## config.mk

```make
export PLATFORM = sky130hd
export DESIGN_NAME = instr_fetch_unit
export DESIGN_NICKNAME = d
export VERILOG_FILES = /design/src/rtl/instr_fetch_unit.sv
export SDC_FILE = /design/constraint.sdc
export NUM_CORES = 1
export LEC_CHECK = 0
export CAP_MARGIN = 20
export CORE_MARGIN = 1
export CORE_UTILIZATION = 30
export CTS_BUF_LIST = sky130_fd_sc_hd__clkbuf_4 sky130_fd_sc_hd__clkbuf_8
export DETAILED_ROUTE_END_ITERATION = 10
export SETUP_SLACK_MARGIN = 0.02
export SLEW_MARGIN = 20
export SYNTH_ARGS = -nofsm -noshare
export SYNTH_HDL_FRONTEND = slang
export SYNTH_SLANG_ARGS = --single-unit
```

## constraint.sdc

```tcl
create_clock -name clk -period 9.3 [get_ports clk]
set_clock_uncertainty 0.05 [all_clocks]
set_input_delay 2.79 -clock clk [delete_from_list [all_inputs] [get_ports clk]]
set_output_delay 2.79 -clock clk [all_outputs]
set_load 0.1 [all_outputs]
```

## src/rtl/instr_fetch_unit.sv

```systemverilog
// Fetch stage of the single-issue MIPS core.
// Holds the PC, fetches over a req/ack instruction-memory port, latches the
// instruction word and selects the next PC from the decoder's jump/branch bits.
module instr_fetch_unit #(
   parameter logic [31:0] RESET_PC = 32'h0000_0000,
   parameter int          TIMEOUT  = 16,
   parameter int          CNT_W    = 5
) (
   input  logic        clk,
   input  logic        rst,
   output logic        imem_req,
   output logic [31:0] imem_addr,
   input  logic        imem_ack,
   input  logic [31:0] imem_rdata,
   input  logic        stall,
   input  logic        jump,
   input  logic        branch,
   input  logic        jr,
   input  logic [31:0] jr_target,
   input  logic        alu_zero,
   output logic [31:0] instr,
   output logic [5:0]  opcode,
   output logic [31:0] pc_plus4,
   output logic        instr_valid,
   output logic        fetch_err
);

   typedef enum logic [1:0] {
      S_IDLE  = 2'd0,
      S_REQ   = 2'd1,
      S_VALID = 2'd2,
      S_ERR   = 2'd3
   } state_t;

   state_t            state_reg, state_next;
   logic [31:0]       pc_reg, pc_next;
   logic [31:0]       instr_reg, instr_next;
   logic [CNT_W-1:0]  wait_cnt_reg, wait_cnt_next;

   logic [31:0]       seq_pc;
   logic [31:0]       branch_off;
   logic              branch_taken;
   logic [31:0]       target_pc;
   logic              target_bad;

   assign seq_pc     = pc_reg + 32'd4;
   assign branch_off = {{14{instr_reg[15]}}, instr_reg[15:0], 2'b00};
   // bne (opcode 5) inverts the sense of the zero flag relative to beq
   assign branch_taken = branch & (alu_zero ^ (instr_reg[31:26] == 6'd5));

   // Next-PC selection: jr, then jump, then taken branch, else sequential
   always_comb begin
      target_pc  = seq_pc;
      target_bad = 1'b0;
      if (jump && jr) begin
         target_pc  = jr_target;
         target_bad = |jr_target[1:0];
      end else if (jump) begin
         target_pc = {seq_pc[31:28], instr_reg[25:0], 2'b00};
      end else if (branch_taken) begin
         target_pc = seq_pc + branch_off;
      end
   end

   // State and datapath registers
   always_ff @(posedge clk) begin
      if (rst) begin
         state_reg    <= S_IDLE;
         pc_reg       <= RESET_PC;
         instr_reg    <= 32'd0;
         wait_cnt_reg <= '0;
      end else begin
         state_reg    <= state_next;
         pc_reg       <= pc_next;
         instr_reg    <= instr_next;
         wait_cnt_reg <= wait_cnt_next;
      end
   end

   // Next-state logic; ack is only honoured while requesting
   always_comb begin
      state_next    = state_reg;
      pc_next       = pc_reg;
      instr_next    = instr_reg;
      wait_cnt_next = wait_cnt_reg;
      case (state_reg)
         S_IDLE: begin
            state_next    = S_REQ;
            wait_cnt_next = '0;
         end
         S_REQ: begin
            if (imem_ack) begin
               instr_next    = imem_rdata;
               wait_cnt_next = '0;
               state_next    = S_VALID;
            end else begin
               wait_cnt_next = wait_cnt_reg + CNT_W'(1);
               // counter is about to reach TIMEOUT-1 with no ack: give up
               if (wait_cnt_reg == CNT_W'(TIMEOUT - 2)) begin
                  state_next = S_ERR;
               end
            end
         end
         S_VALID: begin
            if (!stall) begin
               if (target_bad) begin
                  state_next = S_ERR;
               end else begin
                  pc_next       = target_pc;
                  wait_cnt_next = '0;
                  state_next    = S_REQ;
               end
            end
         end
         S_ERR: begin
            state_next = S_ERR;
         end
         default: begin
            state_next = S_ERR;
         end
      endcase
   end

   // Moore outputs decoded from the current state
   always_comb begin
      imem_req    = (state_reg == S_REQ);
      instr_valid = (state_reg == S_VALID);
      fetch_err   = (state_reg == S_ERR);
      imem_addr   = pc_reg;
      instr       = instr_reg;
      opcode      = instr_reg[31:26];
      pc_plus4    = seq_pc;
   end

endmodule

```

==> impl_metrics.csv, run 1 <==
group,metric,value,unit
drt,drc_errors,6,
grt,grt_overflow,0,
pwr,leakage,3.01,nW
finish,drive_above_1_share,4.86,%
floorplan,rows,49,
floorplan,die_height,139,um
clock_tree,numCtsBuffers,9,
critical_path,path_cells,"ha_1 > inv_1 > or4_4 > nand2b_4 > nor2_1 > xor2_1 > clkdlybuf4s50_1",
floorplan,start_util,31.0,%
hold_path,holdCritPathClass,"flip-flop to flip-flop",
timing,rsz0062_at_grt,"false",
critical_path,crit_fanout,7,
critical_path,cp-end-kind,"output port",
drt,avgRoutedWirePerCell,18.0,um
pwr,power,0.894,mW
synth,yosys.area.top_type,"dfxtp_1",
timing,fmax,153,MHz
timing,finalSetupTns,0,ns
timing,worst_slack,2.78,ns
critical_path,path_delay_family,"buffers and inverters",
floorplan,die_area,0.0194,mm^2
grt,antenna_found_initial,0,
finish,nets,1012,
timing,slew_headroom,30.1,%
synth,synth_top_area_share,25.2,%
pwr,ir_drop,92.8,uV
place,gp_congestion,0.909,
critical_path,cp.required,6.46,ns
critical_path,cp_slowest_stage_delay,1.21,ns
clock_tree,cts-resized-gates,0,
floorplan,core,0.0182,mm^2
synth,ys_warn_count,0,
clock_tree,clk_pin_slew_worst_paths,0.08,ns
pwr,switching_share,37.2,%
grt,grt_start_max_net_pins,63,
critical_path,crit_path_start_kind,"flip-flop",
pwr,p_sw,0.333,mW
outcome,violations,"DRC",
synth,synth_area,0.00564,mm^2
finish,antennaDiodeCount,0,
critical_path,critPathBufInv,2,
pwr,p_int,0.562,mW
synth,ys.flop_type,"dfxtp_1",
critical_path,cp.arrival,3.68,ns
grt,grt_pass1_vias,5806,
clock_tree,cts_max_level,3,
synth,synthCells,747,
clock_tree,cts_tree,"built",
place,port_buffers,176,
grt,grt_pass1_wl,32.1,mm
drt,vias_per_cell,5.24,
outcome,status,"finished, violations left",
synth,syn_avg_cell_area,7.55,um^2
critical_path,path_class,"flip-flop to output port",
critical_path,slowest_stage,"clkdlybuf4s50_1",
synth,ys_types,69,
synth,synth_edf_count,0,
drt,drt_first_iter_violations,423,
timing,period_share,70.1,%
timing,setup_viol,0,
finish,area_growth,37.1,%
drt,ant_nets,0,
synth,synth_seq_area_share,25.2,%
drt,drt_pre_antenna_iters,10,
timing,tightestPinTransition,1.05,ns
clock_tree,clk_latency,0.36,ns
timing,final_hold_viol_count,0,
place,dp_slack,3.19,ns
clock_tree,clock_path_buffers,2,
job,drv_cap,0,
place,post-dp-hpwl,15.3,mm
synth,syn-num-nets,858,
synth,async_flop_share,0,%
clock_tree,clock_sinks,71,
pwr,p_comb_share,30.3,%
floorplan,ios,177,
synth,ys_ff_latch,71,
grt,track_usage,21.2,%
pwr,pwr_density_cell,116,mW/mm^2
floorplan,die_w,139,um
drt,wl,20.4,mm
synth,ys_top_cells_by_area,"dfxtp_1 (25%), nand2_1 (8.7%), ha_1 (8.4%)",
drt,num_vias,5943,
pwr,p_clk_share,32.9,%
pwr,seq_power_share,36.8,%
clock_tree,root_buffer,"clkbuf_8",
clock_tree,post-cts-setup-buffers,0,
timing,min_period,6.52,ns
timing,finalMaxSlewViolations,0,
clock_tree,cts_hold_buf,0,
==> stage by stage <==
step	instance area (um^2)	cells	util, %	hold WS (ns)
global placement	7510	1119	41.2	0.412
finish	7740	1135	42.5	0.423
global route	7740	1135	42.5	0.445
CTS	7740	1135	42.5	0.425
floorplan	5640	747	-	0.422
detailed placement	7510	1119	41.2	0.413
==> synthesized netlist by cell type (7+ instances only) <==
cell type,count
mux2i_1,23
a31oi_1,7
a211oi_1,20
and2_1,8
xnor2_1,32
ha_1,38
nand3_1,19
nor3_1,15
buf_4,8
nand4_1,15
and3_1,7
clkbuf_1,27
a21oi_1,81
dfxtp_1,71
nand2_1,131
a21o_1,10
inv_1,22
o21ai_0,21
nor2_1,62
xor2_1,25
a221oi_1,8
==> power by group through the flow <==
stage | clock [mW] | sequential, mW | combinational (mW)
floorplan | 0 | 0.401 | 0.120
global placement | 0 | 0.336 | 0.272
detailed placement | 0 | 0.336 | 0.272
CTS | 0.303 | 0.329 | 0.272
global route | 0.317 | 0.331 | 0.287
finish | 0.294 | 0.329 | 0.271
==> path summary, 6_finish.rpt <==
check | start | to | slack [ns] | cells after the start
setup reg to reg | imem_addr[2] | imem_addr[31] | 4.92 | 13
hold / removal | instr[21] | instr[21] | 0.42 | 2
setup / recovery | imem_addr[2] | pc_plus4[30] | 2.78 | 7
hold reg to reg | instr[21] | instr[21] | 0.42 | 2
==> worst min-delay path, stage by stage (launching register included) <==
cell and delay [ns]:
dfxtp_1 0.33, nand2_1 0.05, a21oi_1 0.05
==> logic make-up after synthesis <==
logic type      synth area share, %
compound gates                 22.2
xor+xnor                       9.14
fa+ha+maj                      8.78
buf+inv                        6.10
flops                          25.2
mux                            4.68
simple gates                   23.9
==> cell usage in the layout, fill, tap and decap left out, types with 12 or more instances in the layout <==
cell / instances
nor3_1: 15
dfxtp_1: 71
xor2_1: 25
nand3_1: 19
a21oi_1: 81
inv_1: 22
mux2i_1: 23
nand4_1: 15
xnor2_1: 32
nand2_1: 131
ha_1: 38
clkdlybuf4s50_1: 174
o21ai_0: 20
nor2_1: 62
a211oi_1: 20
buf_4: 12
==> per-layer routing <==
metal / up-vias / share of wire (%) / global-route usage [%]
met4: 0 / 2.0 / 6.02
met3: 24 / 6.5 / 5.97
met2: 185 / 47 / 35.7
li1: 2980 / - / -
met5: - / 0 / 0
met1: 2754 / 44 / 26.2
==> area by class of cell <==
cell class,instances,area (um^2)
fill,1885,10500
multi-input combinational,609,3880
timing repair buffer,188,1840
sequential,71,1420
tap,229,287
clock buffer,11,145
inverter,22,82.6
clock inverter,5,81.3
Power figures use the tool's default switching activity.
==> run 2: changes to the inputs <==
- clock period: 9.3 -> 6.38 ns (I/O delays scaled with it)
==> run 2 against run 1 <==
The flow still finishes with violations (DRC). Critical endpoint is now pc_plus4[22]. Final area is 0.37% lower. Sequential power is 46% higher. Clock power is 52% higher. Sequential cell count stayed put. Sequential share of layout area is 0.069 points higher. Hold slack better by 0.00068 ns. Power is 48% higher.
==> impl_metrics.csv, run 2 (synthesized netlist as in run 1, its figures left out) <==
group,metric,value,unit
outcome,status,"finished, violations left",
outcome,violations,"DRC",
clock_tree,cts_hold_buf,0,
clock_tree,numCtsBuffers,9,
timing,tightestPinTransition,1.07,ns
drt,ant_nets,0,
drt,avgRoutedWirePerCell,17.8,um
floorplan,die_w,139,um
critical_path,crit_path_start_kind,"flip-flop",
critical_path,crit_fanout,7,
finish,nets,1012,
floorplan,die_area,0.0194,mm^2
clock_tree,cts_max_level,3,
floorplan,die_height,139,um
pwr,p_sw,0.494,mW
finish,final_common_cell,"clkdlybuf4s50_1",
floorplan,ios,177,
clock_tree,root_buffer,"clkbuf_8",
drt,num_vias,5971,
hold_path,min_from,"instr[21]",
drt,drt_pre_antenna_iters,10,
pwr,ir_drop,102,uV
clock_tree,clk_pin_slew_worst_paths,0.09,ns
timing,period_share,84.5,%
critical_path,rrSetupSlack,2.10,ns
pwr,p_int,0.825,mW
floorplan,rows,49,
place,port_buffers,176,
grt,track_usage,20.9,%
finish,nFillCells,1841,
finish,regArea,0.00142,mm^2
critical_path,regToRegEndpoint,"imem_addr[31]",
clock_tree,clock_path_buffers,2,
drt,vias_per_cell,5.26,
critical_path,cp-end-kind,"output port",
hold_path,min_path_cells,2,
finish,antennaDiodeCount,0,
drt,drt_first_iter_violations,365,
timing,min_period,5.39,ns
clock_tree,cts_tree,"built",
hold_path,hold-path-endpoint,"instr[21]",
pwr,p_clk_share,33.9,%
hold_path,holdCritPathClass,"flip-flop to flip-flop",
timing,finalMaxSlewViolations,0,
job,drv_cap,0,
grt,grt_pass1_wl,31.7,mm
critical_path,reg2reg_from,"imem_addr[2]",
finish,drive_above_1_share,6.29,%
timing,finalSetupTns,0,ns
grt,grt_overflow,0,
critical_path,cp.arrival,3.43,ns
clock_tree,clk_latency,0.37,ns
timing,setup_viol,0,
critical_path,cp.required,4.42,ns
pwr,switching_share,37.5,%
pwr,leakage,3.04,nW
floorplan,start_util,31.0,%
grt,antenna_found_initial,0,
clock_tree,clock_sinks,71,
finish,multi_input_area,0.00388,mm^2
drt,wl,20.2,mm
clock_tree,cts-resized-gates,0,
pwr,p_comb_share,29.8,%
drt,drc_errors,6,
clock_tree,post-cts-setup-buffers,0,
grt,grt_pass1_vias,5706,
timing,fmax,186,MHz
timing,slew_headroom,27.8,%
timing,rsz0062_at_grt,"false",
place,post-dp-hpwl,15.4,mm
place,gp_congestion,0.884,
pwr,pwr_density_cell,171,mW/mm^2
finish,layout_common_cells,"clkdlybuf4s50_1 (161), nand2_1 (131), a21oi_1 (81), dfxtp_1 (71), nor2_1 (62)",
finish,area_growth,36.6,%
timing,final_hold_viol_count,0,
grt,grt_start_max_net_pins,44,
floorplan,core,0.0182,mm^2
pwr,seq_power_share,36.3,%
finish,utilization,42.3,%
critical_path,path_class,"flip-flop to output port",
critical_path,r2r_cells,13,
run 2: cell count changes in the layout (fill, tap and decap cells not counted):
| cell | before | now |
|---|---|---|
| buf_4 | 12 | 25 |
| clkbuf_4 | 1 | 2 |
| clkdlybuf4s50_1 | 174 | 161 |
| clkinv_2 | 1 | 0 |
| clkinvlp_4 | 1 | 0 |
| inv_6 | 0 | 1 |
run 2: routing by layer:
metal  global-route usage, %  up-vias  wire (um)
met1                    26.7     2784       9000
met2                    34.5      188       9360
met3                    5.04       25       1460
met4                    7.08        0        407
li1                        -     2974          -
met5                       0        -          0
run 2: per-stage QoR:
| step | std cells | cell area [um^2] | total power [mW] | setup WS [ns] | hold slack, ns |
|---|---|---|---|---|---|
| 2_1_floorplan | 747 | 5640 | 0.760 | 0.398 | 0.422 |
| 3_3_place_gp | 1119 | 7480 | 0.883 | 1.44 | 0.412 |
| 3_5_place_dp | 1119 | 7480 | 0.884 | 1.39 | 0.414 |
| 4_1_cts | 1135 | 7710 | 1.33 | 0.958 | 0.428 |
| 5_1_grt | 1135 | 7710 | 1.37 | 0.839 | 0.455 |
| 6_report | 1135 | 7710 | 1.32 | 0.990 | 0.424 |
run 2: power groups by stage:
stage	sequential, mW	clock (mW)	combinational (mW)
floorplan	0.584	0	0.176
global placement	0.489	0	0.394
detailed placement	0.489	0	0.394
CTS	0.479	0.454	0.396
global route	0.482	0.467	0.418
finish	0.479	0.447	0.393
run 2: worst max-delay path by stage:
| stage | slack [ns] | endpoint | from |
|---|---|---|---|
| 4_1_cts | 0.96 | pc_plus4[22] | imem_addr[2] |
| 3_5_place_dp | 1.39 | pc_plus4[22] | imem_addr[2] |
| 3_3_place_gp | 1.44 | pc_plus4[22] | imem_addr[2] |
| 6_report | 0.99 | pc_plus4[22] | imem_addr[2] |
| 5_1_grt | 0.84 | pc_plus4[22] | imem_addr[2] |
| 2_1_floorplan | 0.40 | imem_addr[31] | imem_addr[2] |
run 2: cell type report:
cell class,count,area share [%]
Clock buffer,12,1.98
Timing Repair Buffer,188,23.5
Tap cell,229,3.72
Sequential cell,71,18.4
Clock inverter,4,1.01
Inverter,22,1.07
Multi-Input combinational cell,609,50.3
run 2: critical path: stages, from the launching register on:
cell	delay [ns]
dfxtp_1	0.46
ha_1	0.34
inv_1	0.06
or4_4	0.60
nor2_1	0.14
xor2_1	0.26
clkdlybuf4s50_1	1.19
==> run 3: changes to the inputs <==
- clock period: 6.38 -> 4.85 ns (I/O delays scaled with it)
==> run 3 against run 2 <==
The flow still finishes with violations (DRC). Clock-buffer cell count is 3 lower. Combinational power is 32% higher. Critical path depth is 1 higher. Power is 23% higher. Core utilization is 1.1 points higher. Sequential cell count stayed put. Final cell count is 0.18% higher. First-iteration DRC count is 7.1% higher. Routed wire length is 3.5% higher. Hold slack better by 0.0048 ns. Critical endpoint is now pc_plus4[30]. Largest power group unchanged. Highest routed layer unchanged.
==> impl_metrics.csv, run 3 (synthesized netlist as in run 1, its figures left out) <==
group,metric,value,unit
floorplan,die_height,139,um
critical_path,cp.arrival,2.82,ns
job,drv_cap,0,
drt,vias_per_cell,5.27,
clock_tree,clk_latency,0.37,ns
clock_tree,clock_sinks,71,
pwr,p_comb_share,31.8,%
floorplan,die_w,139,um
drt,avgRoutedWirePerCell,18.4,um
place,placed_area,0.00773,mm^2
drt,drt_first_iter_violations,391,
timing,period_share,89.2,%
critical_path,crit_fanout,7,
drt,num_vias,5991,
timing,tightestPinTransition,1.03,ns
timing,setup_viol,0,
grt,grt_start_max_net_pins,44,
critical_path,path_class,"flip-flop to output port",
place,port_buffers,176,
pwr,p_sw,0.669,mW
grt,track_usage,21.5,%
clock_tree,cts-resized-gates,0,
floorplan,start_util,31.0,%
clock_tree,clk_pin_slew_worst_paths,0.09,ns
drt,drc_errors,6,
timing,finalMaxSlewViolations,0,
pwr,switching_share,41.1,%
finish,final_common_cell,"clkdlybuf4s50_1",
timing,fmax,231,MHz
finish,layout_common_cells,"clkdlybuf4s50_1 (146), nand2_1 (131), a21oi_1 (81), dfxtp_1 (63), nor2_1 (62)",
place,post-dp-hpwl,16.1,mm
floorplan,rows,49,
pwr,p_clk_share,29.1,%
grt,grt_pass1_vias,5695,
finish,stdcell_count,1137,
clock_tree,numCtsBuffers,9,
drt,ant_nets,0,
critical_path,crit_path_start_kind,"flip-flop",
outcome,status,"finished, violations left",
clock_tree,clock_path_buffers,2,
clock_tree,cts_hold_buf,0,
pwr,ir_drop,130,uV
pwr,leakage,3.19,nW
clock_tree,cts_max_level,3,
critical_path,cp-end-kind,"output port",
critical_path,cp.required,3.35,ns
finish,drive_above_1_share,11.6,%
grt,antenna_found_initial,1,
finish,nFillCells,1869,
floorplan,ios,177,
grt,grt_overflow,0,
finish,final_area,0.00791,mm^2
outcome,violations,"DRC",
clock_tree,post-cts-setup-buffers,0,
pwr,p_int,0.960,mW
clock_tree,root_buffer,"clkbuf_8",
pwr,pwr_density_cell,206,mW/mm^2
clock_tree,cts_tree,"built",
timing,min_period,4.33,ns
timing,final_hold_viol_count,0,
hold_path,holdCritPathClass,"flip-flop to flip-flop",
drt,wl,20.9,mm
place,placedCellCount,1120,
timing,rsz0062_at_grt,"false",
finish,nets,1013,
pwr,power,1.63,mW
timing,slew_headroom,30.8,%
floorplan,die_area,0.0194,mm^2
place,gp_congestion,0.901,
floorplan,core,0.0182,mm^2
pwr,seq_power_share,39.0,%
drt,drt_pre_antenna_iters,10,
grt,grt_pass1_wl,32.4,mm
timing,finalSetupTns,0,ns
finish,area_growth,40.2,%
## run 3: changes by cell type in the layout (fill, tap and decap cells not counted), moves of 4 or more
| cell | delta |
|---|---|
| buf_4 | +15 |
| clkdlybuf4s50_1 | -15 |
| xnor2_1 | -15 |
| xnor2_2 | +11 |
| xor2_1 | -9 |
| dfxtp_1 | -8 |
| dfxtp_2 | +8 |
| xor2_2 | +6 |
| xnor2_4 | +4 |
## run 3: power by group through the flow
stage / Clock, mW / Combinational [mW] / Sequential (mW)
floorplan: 0 / 0.234 / 0.771
global placement: 0 / 0.518 / 0.649
detailed placement: 0 / 0.519 / 0.649
CTS: 0.489 / 0.520 / 0.636
global route: 0.507 / 0.547 / 0.639
finish: 0.474 / 0.519 / 0.635
## run 3: final timing paths
check | startpoint | end | slack [ns] | depth (start not counted)
worst max-delay path | imem_addr[2] | pc_plus4[30] | 0.52 | 7
worst min-delay path | instr[16] | instr[16] | 0.43 | 2
worst max register to register | imem_addr[2] | imem_addr[31] | 0.67 | 14
worst min register to register | instr[16] | instr[16] | 0.43 | 2
## run 3: through the flow
stage                     setup slack [ns]  hold slack, ns  utilization [%]
after floorplan                     0.0135           0.422                -
after global placement               0.809           0.409             42.4
after detailed placement             0.703           0.420             42.4
after CTS                            0.485           0.434             43.4
after global routing                 0.267           0.464             43.4
final                                0.523           0.428             43.4
## run 3: cell type report
cell class	count	area, um^2	share of cell area [%]
timing repair buffer	189	1790	22.7
sequential	71	1430	18.1
inverter	22	82.6	1.04
clock inverter	7	55.1	0.696
antenna	1	2.50	0.0316
clock buffer	9	124	1.57
tap	229	287	3.62
multi-input combinational	609	4140	52.3
## run 3: worst max-delay path, stage by stage (launching register included)
cell and delay, ns:
dfxtp_2 0.40, ha_1 0.33, inv_1 0.07, or4_4 0.63
nand2b_4 0.21, nor2_1 0.22, xor2_2 0.24, buf_4 0.34
## run 3: per-layer routing
layer	part of all wire [%]	GRT usage, %	vias to the layer above
met3	6.8	4.63	24
met1	47	29.1	2793
met2	45	33.7	200
met5	0	0	-
li1	-	-	2974
met4	1.8	7.37	0
